==> src/rtl/oam_dma_engine.sv <==
// OAM DMA: a CPU write to FF46 copies 160 bytes from {src,00..9F} into OAM FE00-FE9F.
// Latency: 1 SETUP clock, then CYCLES_PER_BYTE clocks per byte (1 + 160*CYCLES_PER_BYTE busy clocks).
// No backpressure: fixed pacing; a new FF46 write aborts and restarts the copy from index 0.
module oam_dma_engine #(
  parameter int CYCLES_PER_BYTE = 4,
  parameter int READ_LATENCY    = 1
) (
  input  logic        iClock,
  input  logic        iReset,
  input  logic        iCpuWe,
  input  logic [15:0] iCpuAddr,
  input  logic [7:0]  iCpuData,
  output logic [7:0]  oDmaReg,
  output logic        oDmaBusy,
  output logic        oDmaReadReq,
  output logic [15:0] oDmaAddr,
  input  logic [7:0]  iDmaReadData,
  output logic        oOamWe,
  output logic [7:0]  oOamAddr,
  output logic [7:0]  oOamData
);

  typedef enum logic [1:0] {
    IDLE  = 2'd0,
    SETUP = 2'd1,
    XFER  = 2'd2
  } state_t;

  localparam logic [3:0] PACE_LAST = 4'(CYCLES_PER_BYTE - 1);
  localparam logic [3:0] PACE_RD   = 4'(READ_LATENCY);
  localparam logic [7:0] IDX_LAST  = 8'd159;

  state_t     state;
  state_t     state_nxt;
  logic [7:0] idx;
  logic [3:0] pace;
  logic [7:0] src;
  logic       trig;
  logic       rd_fire;
  logic       wr_fire;
  logic       byte_done;

  assign trig      = iCpuWe && (iCpuAddr == 16'hFF46);
  assign byte_done = (state == XFER) && (pace == PACE_LAST);
  assign oDmaBusy  = (state != IDLE);

  // State register; reset takes priority over any trigger in the same cycle.
  always_ff @(posedge iClock) begin
    if (!iReset) state <= IDLE;
    else         state <= state_nxt;
  end

  // Next state and strobe decode; a trigger overrides everything and kills pending strobes.
  always_comb begin
    state_nxt = state;
    rd_fire   = 1'b0;
    wr_fire   = 1'b0;
    case (state)
      IDLE:  state_nxt = IDLE;
      SETUP: state_nxt = XFER;
      XFER: begin
        rd_fire = (pace == 4'd0);
        wr_fire = (pace == PACE_RD);
        if (byte_done && (idx == IDX_LAST)) state_nxt = IDLE;
      end
      default: state_nxt = IDLE;
    endcase
    if (trig) begin
      state_nxt = SETUP;
      rd_fire   = 1'b0;
      wr_fire   = 1'b0;
    end
  end

  // Datapath: register latch, pacing counters, source fold and registered bus strobes.
  always_ff @(posedge iClock) begin
    if (!iReset) begin
      oDmaReg     <= 8'h00;
      oDmaReadReq <= 1'b0;
      oDmaAddr    <= 16'h0000;
      oOamWe      <= 1'b0;
      oOamAddr    <= 8'h00;
      oOamData    <= 8'h00;
      idx         <= 8'h00;
      pace        <= 4'h0;
      src         <= 8'h00;
    end else begin
      oDmaReadReq <= rd_fire;
      oOamWe      <= wr_fire;
      if (trig) oDmaReg <= iCpuData;
      if (state == SETUP) begin
        idx  <= 8'h00;
        pace <= 4'h0;
        // E0-FF is echo RAM; fold it back onto C0-DF.
        src  <= (oDmaReg >= 8'hE0) ? (oDmaReg - 8'h20) : oDmaReg;
      end else if (state == XFER) begin
        pace <= byte_done ? 4'h0 : (pace + 4'd1);
        if (byte_done && (idx != IDX_LAST)) idx <= idx + 8'd1;
      end
      if (rd_fire) oDmaAddr <= {src, idx};
      if (wr_fire) begin
        oOamAddr <= idx;
        oOamData <= iDmaReadData;
      end
    end
  end

endmodule
==> config.mk <==
export PLATFORM = sky130hd
export DESIGN_NAME = oam_dma_engine
export DESIGN_NICKNAME = d
export VERILOG_FILES = /design/src/rtl/oam_dma_engine.sv
export SDC_FILE = /design/constraint.sdc
export NUM_CORES = 1
export LEC_CHECK = 0
export ABC_AREA = 1
export ABC_CLOCK_PERIOD_IN_PS = 1400
export BUFFER_PORTS_ARGS = -buffer_cell sky130_fd_sc_hd__clkbuf_2
export CAP_MARGIN = 20
export CORE_MARGIN = 2
export CORE_UTILIZATION = 55
export CTS_BUF_LIST = sky130_fd_sc_hd__clkbuf_8
export DETAILED_ROUTE_END_ITERATION = 6
export PLACE_DENSITY = 0.91
export SYNTH_ARGS = -nofsm -noshare
export SYNTH_HDL_FRONTEND = slang
export SYNTH_SLANG_ARGS = --single-unit
==> constraint.sdc <==
create_clock -name iClock -period 1.4 [get_ports iClock]
set_input_delay 0.21 -clock iClock [delete_from_list [all_inputs] [get_ports iClock]]
set_output_delay 0.21 -clock iClock [all_outputs]
set_load 0.05 [all_outputs]
### Word-level counts from Yosys, hierarchy flattened

Index checks and enable logic that the tools add are counted.

* register bits after elaboration: 64
* latch bits: 0
* memory bits (writable): 0
* ROM bits: 0
* word-level logic and storage cells: 43
* memories kept: 0

* add/sub/neg operators: 3
* multiply operators: 0
* div/mod/pow operators: 0
* $lt $le $gt $ge: 1
* equal/unequal tests: 9
* shifts and indexed selects: 0
* multiplexer cells: 9
* bitwise operators: 1
* reduce and logical (&&, ||, !) cells: 9

Operators with widths (number)
* $eq 16x16->1 const B: 1
* $add 8x1->8 const B: 1
* $eq 8x8->1 const B: 1
* $ge 8x8->1 const B: 1
* $mux 8: 1
* $ne 8x8->1 const B: 1
* $sub 8x6->8 const B: 1
* $mux 1: 5
* $add 4x1->4 const B: 1
* $eq 4x1->1 const B: 1
* $eq 4x2->1 const B: 1
* $logic_and 1x1->1: 4
* $logic_not 4->1: 1
* $mux 4: 1
* $pmux 2 s2: 1
* $reduce_or 2->1: 2
* $ne 3x3->1 const B: 1
* $eq 2x1->1 const B: 1
* $eq 2x2->1 const B: 1
* $mux 2: 1
* $ne 2x2->1 const B: 1
* $reduce_and 2->1: 1
* $reduce_bool 2->1: 1
* $not 1->1: 1

### Longest topological paths before layout

Gate-level depths: netlist (run 1).

* word-level depth: 6
* gate-level depth with buffers: 9
* mapped depth without buffers: 9

### Worst setup path before layout (run 1)

OpenSTA, ideal clock, no wires.

* path kind: register -> register
* start point: register oDmaReg[5]
* end point: register src[6]
* setup time: 0.124 ns
* arrival time: 1.292 ns
* data required time: 1.276 ns
* path slack: -0.016 ns
* cell stages (with the launch flop): 6
* period minus slack after synthesis: 1.416 ns
* cell sequence: dfxtp_1 -> inv_1 -> ha_1 -> nand3_1 -> nand4_1 -> o21ai_0

* longest elaborated chain between the ends: 2
* elaborated cells on any way between the ends: 3
* classes of those cells: add/sub (1); order compare (1); mux (1)

RTL lines
* start: declaration: RTL line 13 `output logic [7:0] oDmaReg,`
* start signal: assignment: RTL line 90 `if (trig) oDmaReg <= iCpuData;`
* $sub 8x6->8 / $ge 8x8->1 (equally long branches): RTL line 95 `src <= (oDmaReg >= 8'hE0) ? (oDmaReg - 8'h20) : oDmaReg;`
* $mux 8 (*): RTL line 95
* end signal: assignment: RTL line 95
* end: declaration: RTL line 37 `logic [7:0] src;`

Every way passes the cells marked *; elsewhere a longest branch is shown, timed or not.
A chain may end at the register's enable or synchronous reset.

### Worst setup path in the final report (run 1)

* start point: register state[0]
* end point: register oOamData[3]

* longest elaborated chain between the ends: 3

RTL lines
* start: declaration: RTL line 33 `state_t state;`
* start signal: assignment: RTL line 50 `else state <= state_nxt;`
* $eq 2x2->1: RTL line 58 `case (state)`
* $mux 1: RTL line 58
* $mux 1: RTL line 68 `if (trig) begin`
* end signal: assignment: RTL line 103 `oOamData <= iDmaReadData;`
* end: declaration: RTL line 20 `output logic [7:0] oOamData`

Every way passes these cells.

==> metrics.yaml, run 1 <==
status: "finished, final reports clean"
ios: 78
max_slew_margin: 0.6860
wl_per_cell_um: 12.34
grtUsageMet2: 0.4267
use_met3: 0.06279
num_vias: 2846
r2r_end: "oOamData[3]"
place_ws_ns: 0.05410
fp-row-count: 26
start_kind: "register"
rrSetupSlack_ns: 0.07
holdWs_ns: 0.04724
yosysTopAreaCell: "dfxtp_1"
cts_num_sinks: 64
min_to: "oDmaReg[7]"
crit_type: "reg -> reg"
tightest_slew_ns: 0.4710
grt_max_degree: 50
cts_max_path_buffers: 2
met1_usage: 0.2833
setup_viol: 0
root_buffer: "clkbuf_8"
die-area_um2: 6081
die_w_um: 77.98
drc: 0
grt_usage: 0.2454
dr.pass1.iters: 5
grt_busiest_layer: "met2"
core-area_um2: 5205
worstPathRequired_ns: 1.68
p_leak_nw: 1.820
path_clk_slew_ns: 0.07
netlist_area_um2: 3010
start_util: 0.5784
nNetsFinal: 536
grt_pass1_vias: 2794
critPathCaptureType: "register"
synthTopCellsByArea: "dfxtp_1 43%, nand2_1 11%, nand3_1 8.0%"
worst-path-max-fanout: 16
rsz0062_at_grt: "yes"
placed_cells: 552
syn_avg_cell_area_um2: 7.360
fin_tns_setup_ns: 0
seq_area_frac_synth: 0.4256
grt_overflow: 0
stdcell_count: 571
synth_nets: 449
grt_pass1_wl_um: 11930
postRouteAntennaNets: 0
synthToLayoutAreaGrowth_pct: 24.06
synthCells: 409
cp_data_arrival_time_ns: 1.62
yosys.area.top_type_share: 0.4256
clock-skew-final_ns: 0.008861
finalHoldViolations: 0
h-tree-depth: 3
slew_viol_final: 0
vias_per_cell: 4.984
ys_ff_latch: 64
num_antenna_cells: 0
worstHoldPathCells: 3
fillers: 420
r2r_cells: 7
max_freq_ghz: 0.7497
yosysUniqueCellTypes: 26
drt_iter0_drc: 189
worst_slack_ns: 0.06616
power_density_nw_per_um2: 945.9
antenna_found_initial: 0
cts-buffers-inserted: 9
routabilityCongestion: 0.9323
io_buffers: 77
worstSkewPairLatency_ns: 0.35
wirelength_um: 7048
irDropWorstVdd_v: 0.0007711
drv_cap: 0
regToRegStartpoint: "state[0]"
drive_gt1_frac: 0.2994
min-delay-start: "iCpuData[7]"
finalCritPeriodShare: 0.9527
cts_tree: "done"
place_hpwl_um: 5006
ys_warn_count: 0
hold_path.class: "in -> reg"
die_h_um: 77.98
fin_crit_ns: 1.334
## registers in the layout, summed over array words and instances, names as in the netlist
register and count:
idx 8, pace 4, oOamData 8, oDmaReadReq 1, state 2, src 8
oDmaReg 8, oOamWe 1, oOamAddr 8, oDmaAddr 16
## per-stage QoR
stage,cell area [um2],util,total power [W]
6_report,3735,0.7175,0.003533
5_1_grt,3735,0.7175,0.003660
4_1_cts,3669,0.7048,0.003548
3_5_place_dp,3470,0.6666,0.002001
3_3_place_gp,3470,0.6666,0.001994
2_1_floorplan,3012,-,0.001937
## metal layers
| metal | routed length, um | up-vias |
|---|---|---|
| met4 | 150 | 0 |
| met5 | 0 | - |
| met3 | 413 | 18 |
| li1 | - | 1446 |
| met2 | 3509 | 99 |
| met1 | 2974 | 1283 |
## critical path, cell delays in order, from the launching register on
cell and delay (ns):
dfxtp_1 0.32, inv_2 0.07, nand2_2 0.10, nor2_8 0.18, nand2_4 0.11, nor2_8 0.30, nor2_1 0.08, nor2_1 0.10
## how the worst max path moves through the flow
stage,start,endpoint,slack (ns)
2_1_floorplan,oDmaReg[6],src[6],0.01
6_report,state[0],oOamData[3],0.07
3_5_place_dp,state[0],oOamAddr[1],0.05
5_1_grt,idx[0],idx[2],-0.03
3_3_place_gp,state[0],oDmaAddr[7],0.12
4_1_cts,idx[0],idx[0],0.03
## Yosys cell counts
cell type / number
inv_1: 46
nand2_4: 3
nand4_1: 4
nand3_1: 48
a21oi_1: 16
dfxtp_1: 64
inv_2: 4
clkbuf_1: 5
nand3_2: 2
nor2_2: 23
nor2_8: 5
o21ai_0: 11
xor2_1: 6
inv_6: 1
buf_1: 1
buf_2: 4
clkbuf_2: 1
ha_1: 5
buf_6: 2
buf_12: 2
nor3_2: 1
nand2_1: 89
nor2_1: 58
nand2_2: 3
nor3_1: 4
a21oi_2: 1
## cell families after synthesis
kind of cell	synth area share
compound gates	0.04780
xor+xnor	0.01746
simple gates	0.3865
flops	0.4256
fa+ha+maj	0.02078
buf+inv	0.1018
## layout by cell type (no fill, tap or decap), drive strengths merged
cell type	netlist	final
clkbuf	6	87
clkinv	0	1
a21oi	17	17
buf	9	14
ha	5	5
nor2	86	86
o21ai	11	11
inv	51	53
clkinvlp	0	2
nand4	4	4
xor2	6	6
bufinv	0	1
nand2	95	95
nor3	5	5
dfxtp	64	64
nand3	50	50
## report_power, final
part / internal (W) / leakage [nW] / total [W] / switching, W
logic: 0.0000602 / 1.20 / 0.000141 / 0.0000811
clock network: 0.000860 / 0.101 / 0.00157 / 0.000712
registers: 0.00182 / 0.516 / 0.00182 / 0.00000000567
## final cells by class
class                   instances  area [um2]  share of cell area
clock buffers                  10       137.6             0.03685
clock inverters                 6       61.31             0.01642
inverters                      51       201.4             0.05394
multi-input cells             279        1449              0.3879
flip-flops and latches         64        1282              0.3434
well taps                      70       87.58             0.02345
repair buffers                 91       515.5              0.1380
## timing repair
action | in CTS | in global routing
gates resized for setup | 0 | 10
hold buffers | 0 | 0
endpoints found under the setup margin | 0 | 39
buffers inserted | 0 | 3
(Power assumes the default switching activity.)
==> inputs of run 2 (changes only) <==
==> config.mk (replaced) <==
export PLATFORM = sky130hd
export DESIGN_NAME = oam_dma_engine
export DESIGN_NICKNAME = d
export VERILOG_FILES = /design/src/rtl/oam_dma_engine.sv
export SDC_FILE = /design/constraint.sdc
export NUM_CORES = 1
export LEC_CHECK = 0
export ABC_CLOCK_PERIOD_IN_PS = 1400
export BUFFER_PORTS_ARGS = -buffer_cell sky130_fd_sc_hd__clkbuf_2
export CORE_MARGIN = 2
export CORE_UTILIZATION = 53
export CTS_BUF_LIST = sky130_fd_sc_hd__clkbuf_8
export DETAILED_ROUTE_END_ITERATION = 6
export PLACE_DENSITY = 0.89
export SYNTH_ARGS = -nofsm -noshare
export SYNTH_HDL_FRONTEND = slang
export SYNTH_SLANG_ARGS = --single-unit
==> run 2 against run 1 <==
  * The flow now finishes with violations (negative setup slack)
  * Combinational power fell by 23%
  * Sequential power barely moved
  * Non-clock buffer count rose by 19
  * Clock power rose by 17%
  * Highest routed layer unchanged
  * Largest cell class unchanged
  * Final area fell by 0.27%
  * Routed wire length fell by 9.5%
  * Die area fell by 6.9%
  * Cell count fell by 18%
  * Synthesized cell count fell by 29%
==> metrics.yaml, run 2 <==
path_clk_slew_ns: 0.07  # about the same
die_w_um: 75.23  # was 77.98 um
max_slew_margin: 0.7311  # was 0.6860
cts_num_sinks: 64  # unchanged
stdcell_count: 468  # was 571
synth-simple-area-share: 0.2238  # was 0.3865
r2r_end: "idx[4]"  # was oOamData[3]
min-delay-start: "iCpuData[0]"  # was iCpuData[7]
synthCells: 290  # was 409
path_delay_family: "simple AND/OR/NAND/NOR gates"  # unchanged
clock-skew-final_ns: 0.01154  # was 0.008861 ns
synth_nets: 330  # was 449
h-tree-depth: 3  # unchanged
finalHoldViolations: 0  # unchanged
drt_iter0_drc: 115  # was 189
synth_edf_count: 0  # unchanged
setup_viol: 40  # was 0
synthXorXnorAreaFrac: 0.006515  # was 0.01746
synth.top_cells.by_count: "82 x nand2_1, 64 x dfxtp_1, 34 x mux2i_1"  # was 89 x nand2_1, 64 x dfxtp_1, 58 x nor2_1
grt_max_degree: 40  # was 50
hold_path.class: "in -> reg"  # unchanged
postRouteAntennaNets: 0  # unchanged
netlist_area_um2: 2689  # was 3010 um2
start_kind: "register"  # unchanged
yosysUniqueCellTypes: 34  # was 26
synthToLayoutAreaGrowth_pct: 38.53  # was 24.06%
io_buffers: 77  # unchanged
yosysTopAreaCell: "dfxtp_1"  # unchanged
fin_crit_ns: 1.524  # was 1.334 ns
worst_slack_ns: -0.1237  # was 0.06616 ns
finalCritPeriodShare: 1.088  # was 0.9527
wl_per_cell_um: 13.63  # was 12.34 um
ys_ff_latch: 64  # unchanged
worstPathRequired_ns: 1.67  # was 1.68 ns
r2r_cells: 5  # was 7
syn_avg_cell_area_um2: 9.272  # was 7.360 um2
root_buffer: "clkbuf_8"  # unchanged
grt_overflow: 0  # unchanged
cts-buffers-inserted: 9  # unchanged
worst_path_largest_cell_delay_ns: 0.39  # was 0.32 ns
grt_pass1_vias: 2224  # was 2794
start_util: 0.5582  # was 0.5784
irDropWorstVdd_v: 0.0008316  # was 0.0007711 V
synth_top_family_by_area: "simple AND/OR/NAND/NOR gates"  # unchanged
rrSetupSlack_ns: -0.12  # was 0.07 ns
cts_tree: "done"  # unchanged
p_leak_nw: 1.497  # was 1.820 nW
place_hpwl_um: 4236  # was 5006 um
cp_data_arrival_time_ns: 1.79  # was 1.62 ns
worstPathCellList: "nor4b_4, buf_4, o2111ai_4, or3_4, a21oi_1"  # was inv_2, nand2_2, nor2_8, nand2_4, nor2_8, nor2_1, nor2_1
seq_area_frac_synth: 0.4765  # was 0.4256
crit_type: "reg -> reg"  # unchanged
nNetsFinal: 436  # was 536
slew_viol_final: 0  # unchanged
power_density_nw_per_um2: 1012  # was 945.9 nW/um2
largest_reg_flops: 16  # unchanged
final_cell_mix: "81 x nand2_1, 76 x clkbuf_2, 57 x dfxtp_1"  # was 89 x nand2_1, 77 x clkbuf_2, 63 x dfxtp_1
routabilityCongestion: 0.7927  # was 0.9323
wirelength_um: 6379  # was 7048 um
violations: "negative setup slack"
placed_cells: 446  # was 552
ys.flop_type: "dfxtp_1"  # unchanged
crit_start: "pace[3]"  # was state[0]
status: "finished, violations left"  # was finished, final reports clean
top_register: "oDmaAddr"  # unchanged
synth_most_common_cell: "nand2_1"  # unchanged
fp-row-count: 25  # was 26
core-area_um2: 4817  # was 5205 um2
dr.pass1.iters: 4  # was 5
grt_pass1_wl_um: 9749  # was 11930 um
max_freq_ghz: 0.6563  # was 0.7497 GHz
final_common_cell: "nand2_1"  # unchanged
cts_max_path_buffers: 2  # unchanged
crit_buf_inv: 1  # unchanged
fillers: 322  # was 420
yosys.area.top_type_share: 0.4765  # was 0.4256
fin_tns_setup_ns: -2.262  # was 0 ns
die_h_um: 75.23  # was 77.98 um
worstHoldPathCells: 2  # was 3
grt_usage: 0.2316  # was 0.2454
drc: 0  # unchanged
num_antenna_cells: 0  # unchanged
ys_warn_count: 0  # unchanged
synthTopCellsByArea: "dfxtp_1 48%, mux2i_1 13%, nand2_1 11%"  # was dfxtp_1 43%, nand2_1 11%, nand3_1 8.0%
rsz0062_at_grt: "yes"  # unchanged
antenna_found_initial: 0  # unchanged
worstSkewPairLatency_ns: 0.34  # was 0.35 ns
drv_cap: 0  # unchanged
slowest_stage: "or3_4"  # was dfxtp_1
tightest_slew_ns: 0.4009  # was 0.4710 ns
synthMuxAreaShare: 0.1266  # was 0
num_vias: 2459  # was 2846
final_core_util: 0.7732  # was 0.7175
worst-path-max-fanout: 4  # was 16
min_to: "oDmaReg[0]"  # was oDmaReg[7]
regToRegStartpoint: "pace[3]"  # was state[0]
critPathCaptureType: "register"  # unchanged
die-area_um2: 5659  # was 6081 um2
vias_per_cell: 5.254  # was 4.984
synth_fa_ha_area_frac: 0.02327  # was 0.02078
drive_gt1_frac: 0.3716  # was 0.2994
async_flop_share: 0  # unchanged
synth-compound-area-share: 0.1094  # was 0.04780
ios: 78  # unchanged
==> run 2: changes by cell type after synthesis, sizes merged, moves of 8 or more <==
cell and change:
nand2 -13, nand3 -40, mux2i +34, nor2 -81, a21oi -8, inv -46, a21boi +11, a22o +8
==> run 2: area by class of cell <==
class                           instances  area, um2  area share
Clock buffer                           11      151.4     0.04064
Sequential cell                        64       1290      0.3463
Tap cell                               67      83.83     0.02251
Multi-Input combinational cell        206       1403      0.3766
Inverter                                5      18.77    0.005039
Timing Repair Buffer                  110      693.2      0.1861
Clock inverter                          5      85.08     0.02284
==> run 2: routing by layer <==
layer	vias to the layer above	part of all wire	GRT usage
met2	103	0.50	0.3918
met5	-	0	0
met1	1142	0.42	0.2660
li1	1204	-	-
met3	10	0.066	0.07229
met4	0	0.017	0.1111
==> run 2: cell families after synthesis <==
logic type               after synthesis
AO/OA/AOI/OAI                         40
multiplexers                          34
buffers and inverters                 20
flip-flops                            64
XOR/XNOR                               2
AND/OR/NAND/NOR                      125
adder cells (fa/ha/maj)                5
==> run 2: where the power goes <==
part,switching (W),internal (W)
clock network,0.000729,0.00111
registers,0.00000000269,0.00182
logic,0.0000580,0.0000511
==> run 2: worst max path at each step <==
stage / to / slack, ns / cells past startpoint
3_3_place_gp: idx[6] / -0.11 / 4
2_1_floorplan: oDmaAddr[0] / -0.15 / 5
3_5_place_dp: idx[6] / -0.20 / 4
6_report: idx[4] / -0.12 / 5
5_1_grt: idx[5] / -0.17 / 5
4_1_cts: idx[5] / -0.11 / 5
==> run 2: timing repair <==
| action | CTS | global route |
|---|---|---|
| hold endpoints to repair | 0 | 0 |
| setup endpoints to repair | 43 | 50 |
| resized for setup | 17 | 14 |
| gates cloned | 0 | 0 |
| pin swaps | 6 | 5 |
| hold buffers | 0 | 0 |
| buffers inserted | 5 | 2 |
==> run 2: stage by stage <==
step / worst slack (ns) / total power, W / area (um2) / hold WS [ns]
after floorplan: -0.1517 / 0.001912 / 2698 / 0.3356
after global placement: -0.1091 / 0.001966 / 3322 / 0.4211
after detailed placement: -0.2041 / 0.001969 / 3322 / 0.4218
after CTS: -0.1075 / 0.003800 / 3679 / 0.05122
after global routing: -0.1737 / 0.003877 / 3725 / 0.05438
final: -0.1237 / 0.003769 / 3725 / 0.07243
==> inputs of run 3 (changes only) <==
==> config.mk (replaced) <==
export PLATFORM = sky130hd
export DESIGN_NAME = oam_dma_engine
export DESIGN_NICKNAME = d
export VERILOG_FILES = /design/src/rtl/oam_dma_engine.sv
export SDC_FILE = /design/constraint.sdc
export NUM_CORES = 1
export LEC_CHECK = 0
export ABC_CLOCK_PERIOD_IN_PS = 1400
export CORE_MARGIN = 2
export CORE_UTILIZATION = 55
export CTS_BUF_LIST = sky130_fd_sc_hd__clkbuf_8
export DETAILED_ROUTE_END_ITERATION = 6
export DONT_BUFFER_PORTS = 1
export PLACE_DENSITY = 0.78
export REMOVE_ABC_BUFFERS = 1
export SYNTH_ARGS = -nofsm -noshare
export SYNTH_HDL_FRONTEND = slang
export SYNTH_SLANG_ARGS = --single-unit
==> run 3 against run 2 <==
  * The run still ends with negative setup slack left
  * Register-to-register slack barely moved
  * Fmax fell by 0.31%
  * Core utilization fell by 2.7 points
  * Via count fell by 10%
  * Clock skew fell by 0.0041 ns
  * Critical path type unchanged
  * Highest routed layer unchanged
  * Non-clock buffer count fell by 49
==> metrics.yaml, run 3 (synthesis results as in run 2) <==
worst-path-max-fanout: 4  # unchanged
crit_type: "reg -> reg"  # unchanged
cp_data_arrival_time_ns: 1.75  # was 1.79 ns
hold_path.class: "in -> reg"  # unchanged
finalHoldViolations: 0  # unchanged
drive_gt1_frac: 0.2415  # was 0.3716
drc: 0  # unchanged
routabilityCongestion: 0.7952  # was 0.7927
core-area_um2: 4723  # was 4817 um2
rsz0062_at_grt: "yes"  # unchanged
die-area_um2: 5464  # was 5659 um2
path_clk_slew_ns: 0.07  # about the same
grt_overflow: 0  # unchanged
fin_crit_ns: 1.528  # was 1.524 ns
holdWs_ns: 0.009164  # was 0.07243 ns
power.total_w: 0.003326  # was 0.003769 W
tightest_slew_ns: 0.7412  # was 0.4009 ns
cts_num_sinks: 64  # unchanged
worst_slack_ns: -0.1284  # was -0.1237 ns
worstPathRequired_ns: 1.62  # was 1.67 ns
dr.pass1.iters: 4  # unchanged
finalCritPeriodShare: 1.092  # was 1.088
max_freq_ghz: 0.6543  # was 0.6563 GHz
postRouteAntennaNets: 0  # unchanged
cts-buffers-inserted: 9  # unchanged
grt_usage: 0.2276  # was 0.2316
place_ws_ns: -0.2218  # was -0.2041 ns
ios: 78  # unchanged
start_kind: "register"  # unchanged
power_density_nw_per_um2: 943.6  # was 1012 nW/um2
die_w_um: 73.92  # was 75.23 um
final_common_cell: "nand2_1"  # unchanged
top_register: "oDmaAddr"  # unchanged
cts_tree: "done"  # unchanged
h-tree-depth: 3  # unchanged
grt_pass1_wl_um: 9211  # was 9749 um
critPathCaptureType: "register"  # unchanged
violations: "negative setup slack"  # unchanged
drv_cap: 0  # unchanged
setup_viol: 40  # unchanged
drt_iter0_drc: 68  # was 115
worstSkewPairLatency_ns: 0.34  # about the same
irDropWorstVdd_v: 0.0006446  # was 0.0008316 V
max_slew_margin: 0.5048  # was 0.7311
fp-row-count: 25  # unchanged
nNetsFinal: 387  # was 436
start_util: 0.5693  # was 0.5582
root_buffer: "clkbuf_8"  # unchanged
synthToLayoutAreaGrowth_pct: 31.08  # was 38.53%
status: "finished, violations left"  # unchanged
fillers: 323  # was 322
antenna_found_initial: 0  # unchanged
clock-skew-final_ns: 0.007389  # was 0.01154 ns
slew_viol_final: 0  # unchanged
vias_per_cell: 5.274  # was 5.254
largest_reg_flops: 16  # unchanged
p_leak_nw: 1.271  # was 1.497 nW
cts_max_path_buffers: 2  # unchanged
place_hpwl_um: 3672  # was 4236 um
grt_pass1_vias: 2115  # was 2224
io_buffers: 0  # was 77
num_vias: 2210  # was 2459
num_antenna_cells: 0  # unchanged
wirelength_um: 5925  # was 6379 um
final_cell_mix: "80 x nand2_1, 60 x dfxtp_1, 42 x buf_4"  # was 81 x nand2_1, 76 x clkbuf_2, 57 x dfxtp_1
die_h_um: 73.92  # was 75.23 um
wl_per_cell_um: 14.14  # was 13.63 um
grt_max_degree: 70  # was 40
-- run 3: cell types whose count changed in the layout (fill, tap and decap cells not counted), sizes merged --
cell / delta
clkbuf: -77
bufinv: -2
buf: +17
clkinv: +4
dlygate4sd3: +11
inv: -2
-- run 3: metrics by stage --
step           cell area, um2  std cells    util  setup TNS, ns
2_1_floorplan            2616        275       -         -14.09
3_3_place_gp             3083        388  0.6527         -3.419
3_5_place_dp             3083        388  0.6527         -6.568
4_1_cts                  3432        416  0.7266         -2.209
5_1_grt                  3525        419  0.7462         -5.165
6_report                 3525        419  0.7462         -2.540
-- run 3: final cells by class --
class                   count  area, um2  share of cell area
flip-flops and latches     64       1286              0.3649
clock buffers              11      151.4             0.04295
repair buffers             61      550.5              0.1562
multi-input cells         206       1403              0.3979
inverters                   5      18.77            0.005325
well taps                  67      83.83             0.02378
clock inverters             5      31.28            0.008875
-- run 3: final timing paths --
path                   startpoint            to  slack (ns)  cells past startpoint
setup / recovery           idx[1]        idx[2]       -0.13                      7
hold reg to reg            src[4]  oDmaAddr[12]        0.46                      2
hold / removal    iDmaReadData[3]   oOamData[3]       0.009                      2
setup reg to reg           idx[1]        idx[2]       -0.13                      7
-- run 3: metal layers --
| metal | share of wire | GRT usage |
|---|---|---|
| met2 | 0.49 | 0.3839 |
| met1 | 0.43 | 0.2616 |
| met3 | 0.065 | 0.07545 |
| met5 | 0 | 0 |
| met4 | 0.016 | 0.1030 |
-- run 3: critical path, cell delays in order (launching register included) --
cell and delay, ns:
dfxtp_2 0.35, ha_4 0.16, nand4bb_4 0.16, buf_12 0.17, o2111ai_4 0.22, buf_6 0.14, xor2_1 0.14, nor2_1 0.06
-- run 3: power by group --
part	internal, W	switching [W]	total, W
clock	0.000732	0.000714	0.00145
combinational	0.0000346	0.0000261	0.0000607
sequential	0.00182	0.00000000213	0.00182
total	0.00259	0.000740	0.00333
-- run 3: repair_timing --
item / in CTS / in global routing
gates cloned: 0 / 0
buffers inserted: 1 / 3
resized for setup: 11 / 16
endpoints found under the hold margin: 15 / 0
hold buffers: 11 / 0
endpoints found under the setup margin: 44 / 45
pin swaps: 7 / 10
